<file path="src/rtl/datapath_pipe.sv">
// Two-stage register-file/ALU datapath with operand forwarding,
// a valid/ready instruction port and a back-pressured output register.
module datapath_pipe #(
   parameter int DATA_W   = 8,
   parameter int NUM_REGS = 16,
   parameter int ZERO_REG = 0
) (
   input  logic                        clk,
   input  logic                        rst_n,
   input  logic                        op_valid,
   output logic                        op_ready,
   input  logic [2:0]                  op,
   input  logic [$clog2(NUM_REGS)-1:0] wa,
   input  logic [$clog2(NUM_REGS)-1:0] raa,
   input  logic [$clog2(NUM_REGS)-1:0] rab,
   input  logic [DATA_W-1:0]           in_data,
   output logic [DATA_W-1:0]           out_data,
   output logic                        out_valid,
   input  logic                        out_ready,
   output logic                        flag
);

   localparam int AW = $clog2(NUM_REGS);
   localparam bit ZR = (ZERO_REG != 0);

   typedef enum logic [2:0] {
      OP_ADD  = 3'b000,
      OP_SUB  = 3'b001,
      OP_EQ   = 3'b010,
      OP_AND  = 3'b011,
      OP_MOV  = 3'b100,
      OP_LOAD = 3'b101,
      OP_OUT  = 3'b110,
      OP_NOP  = 3'b111
   } op_t;

   logic [DATA_W-1:0] regs [NUM_REGS];

   logic              e_valid;
   op_t               e_op;
   logic [AW-1:0]     e_wa;
   logic [DATA_W-1:0] e_a;
   logic [DATA_W-1:0] e_b;
   logic [DATA_W-1:0] e_imm;

   logic [DATA_W:0]   sum;
   logic [DATA_W:0]   diff;
   logic [DATA_W-1:0] e_res;
   logic              e_wr;
   logic              e_commit;
   logic              accept;
   logic [DATA_W-1:0] opnd_a;
   logic [DATA_W-1:0] opnd_b;

   // Execute-stage result and whether the op writes the register file
   always_comb begin
      sum   = {1'b0, e_a} + {1'b0, e_b};
      diff  = {1'b0, e_a} - {1'b0, e_b};
      e_res = '0;
      e_wr  = 1'b0;
      case (e_op)
         OP_ADD:  begin e_res = sum[DATA_W-1:0];  e_wr = 1'b1; end
         OP_SUB:  begin e_res = diff[DATA_W-1:0]; e_wr = 1'b1; end
         OP_AND:  begin e_res = e_a & e_b;        e_wr = 1'b1; end
         OP_MOV:  begin e_res = e_a;              e_wr = 1'b1; end
         OP_LOAD: begin e_res = e_imm;            e_wr = 1'b1; end
         default: begin e_res = '0;               e_wr = 1'b0; end
      endcase
   end

   // A write to the hardwired zero register is dropped, so it must not forward either
   assign e_commit = e_valid && e_wr && !(ZR && (e_wa == '0));

   // Decode-stage operand read with forwarding from the committing E op
   always_comb begin
      if (e_commit && (e_wa == raa))   opnd_a = e_res;
      else if (ZR && (raa == '0))      opnd_a = '0;
      else                             opnd_a = regs[raa];
      if (e_commit && (e_wa == rab))   opnd_b = e_res;
      else if (ZR && (rab == '0))      opnd_b = '0;
      else                             opnd_b = regs[rab];
   end

   // OUT in E holds issue for one cycle so the output register is free when it lands
   assign op_ready = !(out_valid && !out_ready) && !(e_valid && (e_op == OP_OUT));
   assign accept   = op_valid && op_ready;

   // Execute-stage pipeline register; a cycle without accept inserts a bubble
   always_ff @(posedge clk or negedge rst_n) begin
      if (!rst_n) begin
         e_valid <= 1'b0;
         e_op    <= OP_NOP;
         e_wa    <= '0;
         e_a     <= '0;
         e_b     <= '0;
         e_imm   <= '0;
      end else begin
         e_valid <= accept;
         if (accept) begin
            e_op  <= op_t'(op);
            e_wa  <= wa;
            e_a   <= opnd_a;
            e_b   <= opnd_b;
            e_imm <= in_data;
         end
      end
   end

   // Register-file write-back
   always_ff @(posedge clk or negedge rst_n) begin
      if (!rst_n) begin
         for (int i = 0; i < NUM_REGS; i++) regs[i] <= '0;
      end else if (e_commit) begin
         regs[e_wa] <= e_res;
      end
   end

   // Status flag; AND, LOAD, OUT and NOP leave it untouched
   always_ff @(posedge clk or negedge rst_n) begin
      if (!rst_n) begin
         flag <= 1'b0;
      end else if (e_valid) begin
         case (e_op)
            OP_ADD:  flag <= sum[DATA_W];
            OP_SUB:  flag <= diff[DATA_W];
            OP_EQ:   flag <= (e_a == e_b);
            OP_MOV:  flag <= 1'b0;
            default: flag <= flag;
         endcase
      end
   end

   // Output register: an OUT commit loads it, a sink handshake empties it
   always_ff @(posedge clk or negedge rst_n) begin
      if (!rst_n) begin
         out_valid <= 1'b0;
         out_data  <= '0;
      end else if (e_valid && (e_op == OP_OUT)) begin
         out_valid <= 1'b1;
         out_data  <= e_a;
      end else if (out_ready) begin
         out_valid <= 1'b0;
      end
   end

endmodule

</file>
<file path="config.mk">
export PLATFORM = sky130hd
export DESIGN_NAME = datapath_pipe
export DESIGN_NICKNAME = d
export VERILOG_FILES = /design/src/rtl/datapath_pipe.sv
export SDC_FILE = /design/constraint.sdc
export NUM_CORES = 1
export LEC_CHECK = 0
export CORE_MARGIN = 2
export CORE_UTILIZATION = 65
export DETAILED_ROUTE_END_ITERATION = 16
export GPL_TIMING_DRIVEN = 0
export PLACE_DENSITY = 0.84
export SYNTH_ARGS = -nofsm -noshare
export SYNTH_HDL_FRONTEND = slang
export SYNTH_SLANG_ARGS = --single-unit
export TNS_END_PERCENT = 10
</file>
<file path="constraint.sdc">
create_clock -name clk -period 5.5 [get_ports clk]
set_input_delay 1.1 -clock clk [delete_from_list [all_inputs] [get_ports clk]]
set_output_delay 1.1 -clock clk [all_outputs]
set_load 0.1 [all_outputs]
</file>
== After elaboration in Yosys (flattened, before gate mapping) ==
Cells that the tools add are included.
Cells by class
  magnitude comparators: 4
  mux-type cells: 16
  reduce and logical (&&, ||, !) cells: 16
  equality and inequality tests: 9
  $add $sub $neg: 2
  bitwise logic cells: 4
Operators by type and width (count)
  $bwmux 128: 1
  $bmux 8 s4: 2
  $mux 8: 7
  $pmux 8 s5: 1
  $demux 8 s4: 1
  $ge 5x5->1 const B: 3
  $not 4->5: 3
  $add 8x8->9: 1
  $eq 3x3->1 const B: 3
  $sub 8x8->9: 1
  $and 8x8->8: 1
  $eq 4x4->1: 2
  $eq 8x8->1: 1
  $logic_and 1x1->1: 8
  $eq 3x2->1 const B: 2
  $lt 5x1->1 const B: 1
  $reduce_or 5->1: 1
  $pmux 1 s4: 1
  $reduce_bool 4->1: 1
  $eq 3x1->1 const B: 1
  $logic_not 1->1: 3
  $logic_not 3->1: 1
  $mux 1: 3
  $reduce_and 2->1: 1
  $reduce_bool 2->1: 1
Word-level totals
  output and inout port bits: 11
  bits in registers: 170
  logic and storage cells: 76
  bits of input ports: 27

== Depth between registers and ports, before layout ==
  depth after elaboration: 6
  gate-level depth with buffers: 12
  gate-level depth less buffers: 11

== Least setup slack after synthesis ==
OpenSTA, ideal clock, no wires.
  path type: input to register
  start: input port out_ready
  end: register e_a[3]
  library setup time: 0.126 ns
  required time: 5.374 ns
  arrival: 3.633 ns
  stages on the path: 5
  path buffers: 1
  slack: 1.741 ns
  cells stage by stage: inv_1 a21boi_1 nand2_1 clkbuf_1 a221o_1
Between the ends
  word-level cells in the longest chain between the ends: 5
RTL lines
  from (decl): RTL line 19  | input logic out_ready,
  $logic_not 1->1: RTL line 85  | assign op_ready = !(out_valid && !out_ready) && !(e_valid && (e_op == OP_OUT));
  $logic_and 1x1->1: RTL line 85
  $logic_not 1->1: RTL line 85
  $logic_and 1x1->1: RTL line 85
  named net op_ready: RTL line 11  | output logic op_ready,
  $logic_and 1x1->1: RTL line 86  | assign accept = op_valid && op_ready;
  to (signal assigned): RTL line 102  | e_a <= opnd_a;
  to (decl): RTL line 42  | logic [DATA_W-1:0] e_a;
The timed path passes the listed nets, and every way through them passes these cells.
A chain may end at the register's enable or synchronous reset.

== Final worst setup path ==
  start: input port out_ready
  end: output port op_ready
Between the ends
  word-level cells in the longest chain between the ends: 4
RTL lines (RTL line)
  $logic_not 1->1: 85
  $logic_and 1x1->1: 85
  $logic_not 1->1: 85
  $logic_and 1x1->1: 85
  to (decl): 11
No other way between the ends.

==> impl_metrics.tcl <==
set metrics [dict create \
    outcome "complete, no violations" \
    hold_depth 2 \
    cp_num_buf_inv 3 \
    p_int_mw 3.61 \
    path_class "in2out" \
    synthMuxAreaShare 0.229 \
    cts_sinks 170 \
    relSlewSlack 0.355 \
    cp_max_fo 3 \
    endpoint_kind "primary output" \
    cp.arrival_ns 2.98 \
    ys_seq_area_frac 0.444 \
    r2r-start "e_a[0]" \
    synth_top_area_share 0.436 \
    numCtsBuffers 17 \
    combPwrFrac 0.420 \
    synthXorXnorAreaFrac 0.0110 \
    grt_max_degree 101 \
    io_pins 38 \
    postCtsHoldBufs 0 \
    grt_overflow 0 \
    synthAdderAreaFrac 0.0264 \
    hold_viol_final 0 \
    fin_skew_ns 0.0119 \
    crit_path_max_incr_delay_ns 1.17 \
    drive_gt1_frac 0.216 \
    syn-num-nets 900 \
    htree_levels 4 \
    synth_compound_area_frac 0.135 \
    reg2reg_slack_ns 2.38 \
    setup_viol_count_final 0 \
    wl_per_cell_um 23.6 \
    crit_top_cell "clkdlybuf4s50_1" \
    start_util 0.662 \
    p_clk_frac 0.214 \
    nets 954 \
    slew_violations 0 \
    fmax_mhz 245 \
    required_ns 4.40 \
    synthSimpleGateAreaFrac 0.111 \
    path_depth 4 \
    drtAntennaViolNets 0 \
    cp_slowest_cell "clkdlybuf4s50_1" \
    fin_util 0.747 \
    cts_buffer_depth 2 \
    worstHoldStart "e_imm[4]" \
    synth_edf_count 0 \
    die_x_um 125 \
    dr.first_iter.drc_count 777 \
    hold_class "reg2reg" \
    synth_ff_type "dfrtp_1" \
    postCtsSetupRepairBufs 0 \
    switching_share 0.404 \
    min_period_ns 4.08 \
    wirelength_um 26100 \
    first_pass_iters 5 \
    grt_pass1_wl_um 42000 \
    critPathTopFamily "buffers and inverters" \
    track_usage 0.349 \
    drv_cap 0 \
    gp_congestion 0.933 \
    cts_resized 0 \
    min_to "e_imm[4]" \
    grt_setup_unrepaired "no" \
    hpwl_um 18200 \
    rows 44 \
    avgSynthCellArea_um2 11.2 \
    synth_top_family_by_area "multiplexers" \
    grt_pass1_vias 7738 \
    p_seq_frac 0.366 \
    route.detailed.drc 0 \
    worstSetupStartpointType "primary input" \
    syn_inst 854 \
    via_count 7567 \
    r2r-end "e_b[6]" \
    cts_tree "yes" \
    crit_chain "clkdlybuf4s50_1 -> inv_1 -> a21boi_1 -> clkdlybuf4s50_1" \
    viasPerCell 6.85 \
    ys_async_sr_fraction 1.00 \
    n_antenna_cell 0 \
    coreArea_mm2 0.0145 \
    die_h_um 125 \
    hold-worst-slack_ns 0.482 \
    synth-warning-count 0 \
    antenna_found_initial 0 \
    clk_latency_ns 0.44 \
    post-route-period-util 0.741 \
    dieArea_mm2 0.0157 \
    power.switching_mw 2.45 \
    cts.clk_slew.worst_paths_ns 0.07 \
    synth_area_mm2 0.00958 \
    ir_drop_mv 0.395 \
    p_leak_nw 4.65 \
    reg2reg_depth 12 \
    cts_root_buffer "clkbuf_16" \
    yosys.area.top_type "dfrtp_1" \
    p_per_area_mw_per_mm2 560 \
    numPortBuffers 34 \
    ys_seq_elements 170 \
    ys_types 66 \
    worstMarginPinSlew_ns 0.964 \
    tns_ns 0 \
    area_growth_pct 12.9 \
    ys_top_cells_by_area "dfrtp_1, mux4_2, mux2_2, nand2_1, nor2_1" \
]
## area by class of cell
| type | count | area [um2] |
|---|---|---|
| Inverter | 21 | 78.8 |
| Fill cell | 978 | 3660 |
| Sequential cell | 170 | 4260 |
| Clock inverter | 15 | 208 |
| Tap cell | 184 | 230 |
| Timing Repair Buffer | 35 | 373 |
| Buffer | 67 | 327 |
| Clock buffer | 17 | 425 |
| Multi-Input combinational cell | 596 | 4920 |
## layer usage
| metal | GRT usage | routed length (um) |
|---|---|---|
| met5 | 0 | 0 |
| met1 | 0.431 | 9590 |
| met2 | 0.567 | 12700 |
| met4 | 0.186 | 1430 |
| met3 | 0.0958 | 2420 |
## worst reg2reg max path, delay by kind of cell, from the launching register on
kind,cells,cell delay [ns]
buffers and inverters,3,0.44
AOI/OAI and AO/OA,5,1.46
DFF,1,0.39
and+or+nand+nor,2,0.18
adders and majority gates,2,0.59
## cells by family (layout without fill, tap and decap cells)
| logic type | count (synthesis) | after routing |
|---|---|---|
| and+or+nand+nor | 243 | 243 |
| AOI/OAI and AO/OA | 195 | 195 |
| DFF | 170 | 170 |
| muxes | 127 | 127 |
| buffers and inverters | 88 | 155 |
| adders and majority gates | 19 | 19 |
| xor gates and xnor gates | 12 | 12 |
## per-stage QoR
step	cell area (um2)	total power, mW	setup WS, ns	cells
final	10800	6.05	1.42	1105
after CTS	10800	5.98	1.42	1105
after global placement	10200	4.54	-3.60	1072
after detailed placement	10200	4.67	1.34	1073
after floorplan	9580	3.97	1.74	854
after global routing	10800	6.35	1.27	1105
## registers in the layout, summed over array words and instances (netlist names)
| signal | count |
|---|---|
| regs | 128 |
| flag | 1 |
| e_wa | 4 |
| e_a | 8 |
| out_valid | 1 |
| out_data | 8 |
| e_imm | 8 |
| e_op | 3 |
| e_valid | 1 |
| e_b | 8 |
## placed cells by master (no fill, tap or decap), types with 4 or more instances in the layout
| cell type | n |
|---|---|
| o21ai_0 | 55 |
| clkbuf_16 | 17 |
| ha_1 | 17 |
| a21oi_2 | 10 |
| xnor2_1 | 10 |
| inv_1 | 19 |
| inv_8 | 4 |
| mux2i_1 | 17 |
| clkdlybuf4s50_1 | 33 |
| nor2b_1 | 15 |
| buf_2 | 18 |
| nand3_1 | 7 |
| buf_6 | 4 |
| clkbuf_1 | 35 |
| dfrtp_1 | 167 |
| buf_1 | 4 |
| a22oi_1 | 8 |
| a211o_1 | 4 |
| nor2_1 | 90 |
| nand2_1 | 92 |
| mux2_2 | 40 |
| mux4_2 | 70 |
| a31oi_1 | 10 |
| buf_4 | 6 |
| a21oi_1 | 59 |
| nor3_1 | 8 |
| and3_1 | 6 |
| a211oi_1 | 14 |
| nand2b_1 | 10 |
## synthesized netlist by cell type (15+ instances only)
cell	number
buf_2	18
clkbuf_1	35
inv_1	19
a21oi_1	59
mux2i_1	17
nor2b_1	15
dfrtp_1	167
o21ai_0	55
nand2_1	92
nor2_1	90
mux4_2	70
mux2_2	40
ha_1	17
## power by group through the flow
stage / registers (mW) / logic, mW / clock network, mW
2_1_floorplan: 2.27 / 1.70 / 0
3_3_place_gp: 2.15 / 2.39 / 0
3_5_place_dp: 2.20 / 2.48 / 0
4_1_cts: 2.19 / 2.50 / 1.29
5_1_grt: 2.26 / 2.74 / 1.35
6_report: 2.21 / 2.54 / 1.30
## worst max path at each step
stage | from | end
floorplan | out_ready | e_a[3]
CTS | out_ready | op_ready
detailed placement | raa[1] | e_a[3]
global route | e_op[0] | op_ready
global placement | rst_n | regs[44]
finish | out_ready | op_ready
Note: power is estimated with default switching activity, not from simulation.
